--- src/rtl/seg7_capture_decoder_if.sv ---
// ============================================================================
// seg7_capture_decoder_if : display-bus sampling and decoded-frame outputs
// Rev 1.0
// ============================================================================
`default_nettype none

interface seg7_capture_decoder_if #(
   parameter int NDIG = 4
);
   logic [7:0]          sev_seg_i;
   logic [NDIG-1:0]     an_i;
   logic [4*NDIG-1:0]   bcd_o;
   logic [NDIG-1:0]     dp_o;
   logic [NDIG-1:0]     err_o;
   logic                frame_valid_o;
   logic                timeout_o;

   modport master (
      output sev_seg_i, an_i,
      input  bcd_o, dp_o, err_o, frame_valid_o, timeout_o
   );

   modport slave (
      input  sev_seg_i, an_i,
      output bcd_o, dp_o, err_o, frame_valid_o, timeout_o
   );
endinterface

`default_nettype wire

--- src/rtl/seg7_capture_decoder.sv ---
// ============================================================================
// seg7_capture_decoder : samples a multiplexed 7-seg bus, debounces each
// pattern, decodes digits and publishes complete NDIG-digit frames.
// Rev 1.0
// ============================================================================
`default_nettype none

module seg7_capture_decoder #(
   parameter int NDIG        = 4,
   parameter int STABLE_CYC  = 4,
   parameter int TIMEOUT_CYC = 65535
) (
   input  wire logic             clk_i,
   input  wire logic             rst_n_i,
   seg7_capture_decoder_if.slave bus
);

   localparam int c_SW  = 8 + NDIG;
   localparam int c_STW = $clog2(STABLE_CYC + 2);
   localparam int c_TW  = $clog2(TIMEOUT_CYC + 1);
   localparam logic [c_STW-1:0] c_STAB_ACC = c_STW'(STABLE_CYC);
   localparam logic [c_STW-1:0] c_STAB_MAX = c_STW'(STABLE_CYC + 1);
   localparam logic [c_TW-1:0]  c_TMO_END  = c_TW'(TIMEOUT_CYC);

   typedef enum logic [1:0] {
      S_IDLE    = 2'd0,
      S_COLLECT = 2'd1,
      S_PUBLISH = 2'd2
   } state_t;

   state_t              r_state;
   state_t              w_state_nxt;

   logic [c_SW-1:0]     r_sync1;
   logic [c_SW-1:0]     r_sync2;
   logic [c_SW-1:0]     r_prev;
   logic [c_STW-1:0]    r_stab;
   logic [c_TW-1:0]     r_tmo;

   logic [NDIG-1:0]     r_flags;
   logic [NDIG-1:0]     w_flags_nxt;
   logic [4*NDIG-1:0]   r_sh_bcd;
   logic [NDIG-1:0]     r_sh_dp;
   logic [NDIG-1:0]     r_sh_err;
   logic [4*NDIG-1:0]   w_sh_bcd_nxt;
   logic [NDIG-1:0]     w_sh_dp_nxt;
   logic [NDIG-1:0]     w_sh_err_nxt;

   logic [4*NDIG-1:0]   r_bcd;
   logic [NDIG-1:0]     r_dp;
   logic [NDIG-1:0]     r_err;
   logic                r_frame_valid;
   logic                r_timeout;

   logic                w_accept;
   logic                w_valid_acc;
   logic [7:0]          w_seg;
   logic [NDIG-1:0]     w_an_low;
   logic [NDIG-1:0]     w_acc_vec;
   logic [4:0]          w_dec;
   logic                w_tmo_clr;
   logic                w_publish;
   logic                w_timeout;

   // Returns {err, code}; unknown patterns decode to F with err set.
   function automatic logic [4:0] f_decode(input logic [6:0] p);
      logic [4:0] v;
      case (p)
         7'b0000001: v = {1'b0, 4'h0};
         7'b1001111: v = {1'b0, 4'h1};
         7'b0010010: v = {1'b0, 4'h2};
         7'b0000110: v = {1'b0, 4'h3};
         7'b1001100: v = {1'b0, 4'h4};
         7'b0100100: v = {1'b0, 4'h5};
         7'b1100000: v = {1'b0, 4'h6};
         7'b0001111: v = {1'b0, 4'h7};
         7'b0000000: v = {1'b0, 4'h8};
         7'b0001100: v = {1'b0, 4'h9};
         7'b0001000: v = {1'b0, 4'hA};
         7'b1100010: v = {1'b0, 4'hB};
         7'b1110010: v = {1'b0, 4'hC};
         7'b1000010: v = {1'b0, 4'hD};
         7'b0110000: v = {1'b0, 4'hE};
         7'b1111111: v = {1'b0, 4'hF};
         default:    v = {1'b1, 4'hF};
      endcase
      return v;
   endfunction

   always_ff @(posedge clk_i or negedge rst_n_i) begin
      if (!rst_n_i) begin
         r_sync1 <= '0;
         r_sync2 <= '0;
         r_prev  <= '0;
         r_stab  <= '0;
      end else begin
         r_sync1 <= {bus.sev_seg_i, bus.an_i};
         r_sync2 <= r_sync1;
         r_prev  <= r_sync2;
         if (r_sync2 != r_prev) begin
            r_stab <= c_STW'(1);
         end else if (r_stab != c_STAB_MAX) begin
            r_stab <= r_stab + c_STW'(1);
         end
      end
   end

   // r_prev holds the value that the counter has been qualifying, so it is
   // the pattern being accepted even if r_sync2 moved on this very edge.
   assign w_accept    = (r_stab == c_STAB_ACC);
   assign w_seg       = r_prev[c_SW-1:NDIG];
   assign w_an_low    = ~r_prev[NDIG-1:0];
   assign w_valid_acc = w_accept && $onehot(w_an_low);
   assign w_acc_vec   = w_valid_acc ? w_an_low : '0;
   assign w_dec       = f_decode(w_seg[7:1]);

   always_comb begin
      w_sh_bcd_nxt = r_sh_bcd;
      w_sh_dp_nxt  = r_sh_dp;
      w_sh_err_nxt = r_sh_err;
      for (int k = 0; k < NDIG; k++) begin
         if (w_acc_vec[k]) begin
            w_sh_bcd_nxt[4*k +: 4] = w_dec[3:0];
            w_sh_dp_nxt[k]         = ~w_seg[0];
            w_sh_err_nxt[k]        = w_dec[4];
         end
      end
   end

   always_comb begin
      w_state_nxt = r_state;
      w_flags_nxt = r_flags | w_acc_vec;
      w_tmo_clr   = 1'b0;
      w_publish   = 1'b0;
      w_timeout   = 1'b0;
      case (r_state)
         S_IDLE: begin
            if (w_valid_acc) begin
               w_state_nxt = S_COLLECT;
               w_tmo_clr   = 1'b1;
            end
         end
         S_COLLECT: begin
            // Completion has priority over an expiring timeout.
            if (&w_flags_nxt) begin
               w_state_nxt = S_PUBLISH;
               w_publish   = 1'b1;
            end else if (r_tmo == c_TMO_END) begin
               w_state_nxt = S_IDLE;
               w_timeout   = 1'b1;
               w_flags_nxt = '0;
            end
         end
         S_PUBLISH: begin
            w_flags_nxt = w_acc_vec;
            if (w_valid_acc) begin
               w_state_nxt = S_COLLECT;
               w_tmo_clr   = 1'b1;
            end else begin
               w_state_nxt = S_IDLE;
            end
         end
         default: begin
            w_state_nxt = S_IDLE;
            w_flags_nxt = '0;
         end
      endcase
   end

   always_ff @(posedge clk_i or negedge rst_n_i) begin
      if (!rst_n_i) begin
         r_state  <= S_IDLE;
         r_flags  <= '0;
         r_sh_bcd <= '0;
         r_sh_dp  <= '0;
         r_sh_err <= '0;
         r_tmo    <= '0;
      end else begin
         r_state  <= w_state_nxt;
         r_flags  <= w_flags_nxt;
         r_sh_bcd <= w_sh_bcd_nxt;
         r_sh_dp  <= w_sh_dp_nxt;
         r_sh_err <= w_sh_err_nxt;
         if (w_tmo_clr) begin
            r_tmo <= '0;
         end else if ((r_state == S_COLLECT) && (r_tmo != c_TMO_END)) begin
            r_tmo <= r_tmo + c_TW'(1);
         end
      end
   end

   // Outputs load on the edge entering PUBLISH so the pulse and the new
   // frame are visible together during the PUBLISH cycle.
   always_ff @(posedge clk_i or negedge rst_n_i) begin
      if (!rst_n_i) begin
         r_bcd         <= '0;
         r_dp          <= '0;
         r_err         <= '0;
         r_frame_valid <= 1'b0;
         r_timeout     <= 1'b0;
      end else begin
         if (w_publish) begin
            r_bcd <= w_sh_bcd_nxt;
            r_dp  <= w_sh_dp_nxt;
            r_err <= w_sh_err_nxt;
         end
         r_frame_valid <= w_publish;
         r_timeout     <= w_timeout;
      end
   end

   assign bus.bcd_o         = r_bcd;
   assign bus.dp_o          = r_dp;
   assign bus.err_o         = r_err;
   assign bus.frame_valid_o = r_frame_valid;
   assign bus.timeout_o     = r_timeout;

endmodule

`default_nettype wire

--- src/flat_wrapper.sv ---
// flat-port wrapper written by rule: the top's interface ports become plain ports
module seg7_capture_decoder_flat 
#(
   parameter int NDIG        = 4,
   parameter int STABLE_CYC  = 4,
   parameter int TIMEOUT_CYC = 65535
)
  (clk_i, rst_n_i, bus_sev_seg_i, bus_an_i, bus_bcd_o, bus_dp_o, bus_err_o, bus_frame_valid_o, bus_timeout_o);
  seg7_capture_decoder_if #(.NDIG(NDIG)) bus_i ();
  input  wire logic clk_i;
  input  wire logic rst_n_i;
  input wire logic [$bits(bus_i.sev_seg_i)-1:0] bus_sev_seg_i;
  input wire logic [$bits(bus_i.an_i)-1:0] bus_an_i;
  output wire logic [$bits(bus_i.bcd_o)-1:0] bus_bcd_o;
  output wire logic [$bits(bus_i.dp_o)-1:0] bus_dp_o;
  output wire logic [$bits(bus_i.err_o)-1:0] bus_err_o;
  output wire logic [$bits(bus_i.frame_valid_o)-1:0] bus_frame_valid_o;
  output wire logic [$bits(bus_i.timeout_o)-1:0] bus_timeout_o;
  assign bus_i.sev_seg_i = bus_sev_seg_i;
  assign bus_i.an_i = bus_an_i;
  assign bus_bcd_o = bus_i.bcd_o;
  assign bus_dp_o = bus_i.dp_o;
  assign bus_err_o = bus_i.err_o;
  assign bus_frame_valid_o = bus_i.frame_valid_o;
  assign bus_timeout_o = bus_i.timeout_o;
  seg7_capture_decoder #(.NDIG(NDIG), .STABLE_CYC(STABLE_CYC), .TIMEOUT_CYC(TIMEOUT_CYC)) u_core (.clk_i(clk_i), .rst_n_i(rst_n_i), .bus(bus_i));
endmodule
--- config.mk ---
export PLATFORM = sky130hd
export DESIGN_NAME = seg7_capture_decoder_flat
export DESIGN_NICKNAME = d
export VERILOG_FILES = /design/src/rtl/seg7_capture_decoder_if.sv /design/src/rtl/seg7_capture_decoder.sv /design/src/flat_wrapper.sv
export SDC_FILE = /design/constraint.sdc
export NUM_CORES = 1
export LEC_CHECK = 0
export BUFFER_PORTS_ARGS = -buffer_cell sky130_fd_sc_hd__buf_2
export CAP_MARGIN = 5
export CORE_AREA = 8 8 101 103
export CTS_BUF_LIST = sky130_fd_sc_hd__clkbuf_2 sky130_fd_sc_hd__clkbuf_4 sky130_fd_sc_hd__clkbuf_8
export DETAILED_ROUTE_END_ITERATION = 7
export DIE_AREA = 0 0 109 111
export PLACE_DENSITY = 0.77
export SYNTH_ARGS = -nofsm -noshare
export SYNTH_HDL_FRONTEND = slang
export SYNTH_SLANG_ARGS = --single-unit
--- constraint.sdc ---
create_clock -name clk_i -period 3.3 [get_ports clk_i]
set_clock_uncertainty 0.2 [all_clocks]
set_input_delay 0.495 -clock clk_i [delete_from_list [all_inputs] [get_ports clk_i]]
set_output_delay 0.495 -clock clk_i [all_outputs]
set_load 0.03 [all_outputs]
==> metrics, run 1 <==
Post-Route Hold Slack 0.0240 ns; EDFF count, synth 0; Tcrit/Tclk final 96.1%; Mapped Avg Cell Area 11.1 µm²; final number of hold-violating endpoints 0; number of nets with antenna violations after routing 0; Reg2Reg Depth 10; final-report max-slew violation count 0; normalized max-slew margin 29.5%; number of instances on the worst hold path 1; post-DR wirelength/cell 16.0 µm; Synth Warn # 0; data required time of the worst path 3.35 ns; portion of total power attributed to combinational logic 4.8%; sink of the worst hold path u_core.r_sync1[6]; Setup Total Neg Slack 0 ns; antenna cell count 0; net count after synthesis 443; biggest area consumer among synthesized cells sky130_fd_sc_hd__dfrtp_1; Synth Register Bits 111; Critical Path Sink Type flip-flop; Worst-Margin Slew 1.05 ns; r2r startpoint u_core.r_prev[2]; power density over cell area 435 nW/µm²; Min-Delay Startpoint bus_sev_seg_i[2]; setup slack at placement 0.0904 ns; Clk Latency, worst-skew pair 0.36 ns; number of levels the H-tree was split into 3; mean number of vias per cell 5.54; overall via count from detail_route 3288; most repeated cell in the gate-level netlist after synthesis sky130_fd_sc_hd__dfrtp_1; clock tree from TritonCTS built; Arr. time, crit path 3.22 ns; Longest Clk Path Bufs 2; count of input and output buffers 39; Syn-to-layout area delta 16.3%; largest net degree at the start of global routing 59; element type at the critical path start flip-flop; sequential element share of the synthesized area 59.3%; Period minus WS final 3.17 ns; nets 503; first-pass GRT wire length 15.6 mm; largest vdd supply drop 0.000213 V; endpoint of the most critical register-to-register path u_core.bus.bcd_o[2]; number of DRC violations after detailed routing 0; fraction of post-synthesis cell area in the top cell type by area 59.3%; overall die width 109 µm; Finish-stage setup viols 0; core footprint 8550 µm²; share of total power in sequential cells 59.3%; half-perimeter wire length after detailed placement 6.56 mm; Netlist cell types 47; effective utilization at floorplan 54.8%; first-pass iteration count of the detailed router 4; Int Pwr 1800 µW; Die ar. 12100 µm²; clock transition at the registers of the reported paths 0.11 ns; antenna violations before repair 0; Tightest Hold Check Type primary input to flip-flop; worst setup slack after layout 0.127 ns; fraction of synthesis flops using an asynchronous set or reset pin 100%; main area contributors after synthesis sky130_fd_sc_hd__dfrtp_1 (59%), sky130_fd_sc_hd__xor2_1 (4.5%), sky130_fd_sc_hd__nor2_1 (3.9%); root buffer cell sky130_fd_sc_hd__clkbuf_8; top cell types by occurrence after synthesis sky130_fd_sc_hd__dfrtp_1 (111), sky130_fd_sc_hd__nor2_1 (49), sky130_fd_sc_hd__nand2_1 (43); site row count 34; top achievable clock speed 315 MHz; routed wire length 9.48 mm; Ports 40; vias in the first global route 3248; reg-to-reg slack, setup 0.13 ns; area of the mapped netlist 4680 µm²; result of the run completed; highest net fanout along the worst path 8; DRC marker count from the first detailed-route iteration 198; number of cells produced by synthesis 421; All-Layer GR Usage 16.0%; proportion of layout cells with a drive suffix above 1 21.0%; floorplan die height 111 µm; Sinks on Clock Net 111; leakage component of the power 0.00270 µW; Congestion Overflow GR 0; Switch Pwr 576 µW; max-cap check violation count 0; proportion of power drawn by the clock network 36.0%; Setup CP Type flip-flop to flip-flop; number of buffers added by the clock tree synthesis step 9; fraction of power spent switching nets 24.3%; RD Place Congestion 0.827; most instantiated flip-flop cell in the synthesis netlist sky130_fd_sc_hd__dfrtp_1
placed cells by master, fill, tap and decap left out, types with 6 or more instances in the layout:
master	instances
sky130_fd_sc_hd__buf_2	38
sky130_fd_sc_hd__a31oi_1	11
sky130_fd_sc_hd__nor2_1	49
sky130_fd_sc_hd__nand3_1	21
sky130_fd_sc_hd__mux2_2	12
sky130_fd_sc_hd__xor2_1	24
sky130_fd_sc_hd__nor3_1	11
sky130_fd_sc_hd__nand2b_1	6
sky130_fd_sc_hd__dlygate4sd3_1	6
sky130_fd_sc_hd__nand2_1	43
sky130_fd_sc_hd__buf_4	20
sky130_fd_sc_hd__a211oi_1	7
sky130_fd_sc_hd__nand4_1	8
sky130_fd_sc_hd__dfrtp_1	111
sky130_fd_sc_hd__a21oi_1	10
sky130_fd_sc_hd__clkbuf_8	9
sky130_fd_sc_hd__inv_1	14
sky130_fd_sc_hd__o21ai_0	11
sky130_fd_sc_hd__ha_1	6
state kept, by name, summed over array words and instances, names as in the netlist:
name,flops
u_core.r_flags,4
u_core.r_tmo,16
u_core.bus.dp_o,4
u_core.r_sh_bcd,16
u_core.r_sh_err,4
u_core.bus.bcd_o,16
u_core.r_stab,3
u_core.bus.err_o,4
u_core.r_sh_dp,4
u_core.r_sync2,12
u_core.bus.timeout_o,1
u_core.r_prev,12
u_core.r_sync1,12
u_core.r_state,2
u_core.bus.frame_valid_o,1
metrics by stage:
stage	instances	cell area [µm²]	total power (µW)	util, %
6_report	594	5450	2370	63.7
5_1_grt	594	5450	2470	63.7
4_1_cts	583	5270	2380	61.6
3_5_place_dp	566	5050	1540	59.1
3_3_place_gp	566	5050	1530	59.1
2_1_floorplan	421	4700	1480	-
timing repair:
item / 4_1_cts / 5_1_grt
setup endpoints to repair: 0 / 18
gates resized for setup: 0 / 10
hold endpoints to repair: 51 / 5
hold buffers: 1 / 5
setup buffers: 0 / 3
power by group through the flow:
stage               logic [µW]  clock network, µW  registers (µW)
finish                     113                853            1410
global route               127                932            1410
CTS                        106                870            1410
detailed placement         105                  0            1430
global placement          99.6                  0            1430
floorplan                 63.6                  0            1420
worst max path at each step:
stage	depth (start not counted)	to	start	slack, ns
after floorplan	12	u_core.bus.dp_o[3]	u_core.r_prev[2]	-0.02
after global placement	10	u_core.bus.dp_o[1]	u_core.r_prev[2]	0.21
after detailed placement	10	u_core.bus.dp_o[2]	u_core.r_prev[3]	0.09
after CTS	10	u_core.bus.bcd_o[5]	u_core.r_prev[3]	0.07
after global routing	10	u_core.bus.bcd_o[2]	u_core.r_prev[2]	-0.004
final	10	u_core.bus.bcd_o[2]	u_core.r_prev[2]	0.13
logic make-up (layout without fill, tap and decap cells):
group	Yosys count	in the layout	share of synthesized area (%)
mux	14	14	3.34
xor+xnor	29	29	5.42
buf+inv	34	99	3.37
flops	111	111	59.3
compound gates	61	61	9.43
simple gates	164	164	16.9
fa+ha+maj	8	8	2.30
area by class of cell:
class / instances / area, µm²
fillers: 657 / 3100
flip-flops and latches: 111 / 2780
multi-input cells: 276 / 1780
repair buffers: 67 / 470
well taps: 108 / 135
clock buffers: 9 / 124
clock inverters: 7 / 86.3
inverters: 15 / 68.8
repair inverters: 1 / 8.76
per-layer routing:
metal,global-route usage [%],routed length (µm),up-vias
met5,0,0,-
met4,6.76,140,0
met3,3.02,541,12
met2,24.5,4560,95
met1,21.5,4240,1596
li1,-,-,1585
critical path, stage by stage, from the launching register on:
cell and delay (ns):
sky130_fd_sc_hd__dfrtp_1 0.35, sky130_fd_sc_hd__inv_1 0.05, sky130_fd_sc_hd__ha_1 0.29, sky130_fd_sc_hd__ha_2 0.19, sky130_fd_sc_hd__fa_2 0.35, sky130_fd_sc_hd__nand4b_4 0.18
sky130_fd_sc_hd__or3_4 0.36, sky130_fd_sc_hd__a2111oi_4 0.43, sky130_fd_sc_hd__nand2_4 0.20, sky130_fd_sc_hd__clkinv_8 0.12, sky130_fd_sc_hd__mux2_2 0.33
Note: power is estimated with default switching activity, not from simulation.
==> run 2: changes to the inputs <==
- SETUP_SLACK_MARGIN: default -> 0.15
==> metrics, run 2 (same netlist as run 1, synthesis figures left out) <==
unrepaired setup endpoints after global routing true; Die ar. 12100 µm²; count of input and output buffers 39; overall die width 109 µm; Post-Route Hold Slack 0.0236 ns; core footprint 8550 µm²; max-cap check violation count 0; Arr. time, crit path 3.17 ns; number of DRC violations after detailed routing 0; Power Total 2290 µW; clock tree from TritonCTS built; Finish-stage setup viols 0; top achievable clock speed 322 MHz; largest vdd supply drop 0.000306 V; effective utilization at floorplan 54.8%; final-report max-slew violation count 0; Sinks on Clock Net 111; data required time of the worst path 3.36 ns; commonest non-fill, non-tap cell in the layout sky130_fd_sc_hd__dfrtp_1; number of buffers added by the clock tree synthesis step 9; number of instances on the worst hold path 1; final number of hold-violating endpoints 0; vias in the first global route 3128; Critical Path Sink Type flip-flop; DRC marker count from the first detailed-route iteration 212; element type at the critical path start flip-flop; RD Place Congestion 0.862; Congestion Overflow GR 0; Reg2Reg Depth 10; first-pass iteration count of the detailed router 5; root buffer cell sky130_fd_sc_hd__clkbuf_8; first-pass GRT wire length 15.1 mm; met1 track demand over resource 21.2%; Tcrit/Tclk final 94.2%; Clk Latency, worst-skew pair 0.37 ns; mean number of vias per cell 5.61; half-perimeter wire length after detailed placement 6.29 mm; final core area utilization 64.1%; cell count after placement 565; number of nets with antenna violations after routing 0; Ports 40; Period minus WS final 3.11 ns; slowest cell on the critical path sky130_fd_sc_hd__dfrtp_1; routing layer with the top usage in global route met2; CP cell instances inv_1 -> ha_1 -> ha_2 -> fa_2 -> nand4b_4 -> or3_4 -> a2111oi_4 -> nand2_4 -> clkinv_8 -> mux2_2; All-Layer GR Usage 15.4%; antenna violations before repair 0; peak per-stage delay on the critical path 0.38 ns; normalized max-slew margin 46.2%; Setup CP Type flip-flop to flip-flop; count of fill cells added during filler insertion 658; number of levels the H-tree was split into 3; overall via count from detail_route 3325; highest net fanout along the worst path 11; nets 502; proportion of layout cells with a drive suffix above 1 23.1%; met2 routing resource usage after global routing 23.0%; Tightest Hold Check Type primary input to flip-flop; leakage component of the power 0.00269 µW; antenna cell count 0; Syn-to-layout area delta 17.0%; result of the run completed; Cell Count, Final, Fillers Out 593; largest net degree at the start of global routing 61; routed wire length 9.32 mm; clock transition at the registers of the reported paths 0.11 ns; Worst-Margin Slew 0.803 ns; floorplan die height 111 µm; power density over cell area 417 nW/µm²; met3 Resource Use GR 2.73%; site row count 34; post-DR wirelength/cell 15.7 µm; most frequent cells in the layout sky130_fd_sc_hd__dfrtp_1 (111), sky130_fd_sc_hd__nor2_1 (49), sky130_fd_sc_hd__nand2_1 (40); Longest Clk Path Bufs 2
## run 2: final timing paths
check / startpoint / to / slack, ns
worst max-delay path: u_core.r_prev[1] / u_core.bus.bcd_o[10] / 0.19
worst min-delay path: bus_sev_seg_i[2] / u_core.r_sync1[6] / 0.02
worst max register to register: u_core.r_prev[1] / u_core.bus.bcd_o[10] / 0.19
worst min register to register: u_core.r_sync1[3] / u_core.r_sync2[3] / 0.16
max in group asynchronous: rst_n_i / u_core.bus.bcd_o[6] / 1.67
min in group asynchronous: rst_n_i / u_core.bus.bcd_o[11] / 0.49
## run 2: final cells by class
| type | count | area, µm² | share of cell area (%) |
|---|---|---|---|
| flip-flops and latches | 111 | 2780 | 50.7 |
| multi-input cells | 276 | 1840 | 33.5 |
| repair buffers | 67 | 477 | 8.69 |
| well taps | 108 | 135 | 2.46 |
| clock buffers | 9 | 124 | 2.26 |
| inverters | 15 | 68.8 | 1.26 |
| clock inverters | 7 | 63.8 | 1.16 |
## run 2: what timing repair did
item | in CTS | in global routing
hold endpoints to repair | 51 | 1
resized for setup | 3 | 17
hold buffers | 1 | 1
buffers inserted | 5 | 2
setup endpoints to repair | 15 | 28
pin swaps | 2 | 6
gates cloned | 0 | 3
## run 2: stage by stage
| stage | worst slack (ns) | TNS (ns) | area [µm²] |
|---|---|---|---|
| 2_1_floorplan | -0.0147 | -0.0147 | 4700 |
| 3_3_place_gp | 0.208 | 0 | 5060 |
| 3_5_place_dp | 0.107 | 0 | 5060 |
| 4_1_cts | 0.150 | 0 | 5310 |
| 5_1_grt | 0.0624 | 0 | 5480 |
| 6_report | 0.190 | 0 | 5480 |
## run 2: worst max-delay path: cells and delay by family, from the launching register on
family                   cells  cell delay (ns)
flip-flops                   1             0.38
adder cells (fa/ha/maj)      3             0.81
multiplexers                 1             0.33
AO/OA/AOI/OAI                1             0.38
buffers and inverters        2             0.17
AND/OR/NAND/NOR              3             0.73
## run 2: where the power goes
group,leakage (µW),switching [µW],internal [µW]
logic,0.00114,69.5,43.2
clock network,0.0000899,479,291
registers,0.00146,24.0,1380
## run 2: metal layers
layer / routed length (µm) / up-vias
met3: 479 / 15
met1: 4230 / 1631
li1: - / 1578
met4: 167 / 0
met2: 4450 / 101
met5: 0 / -
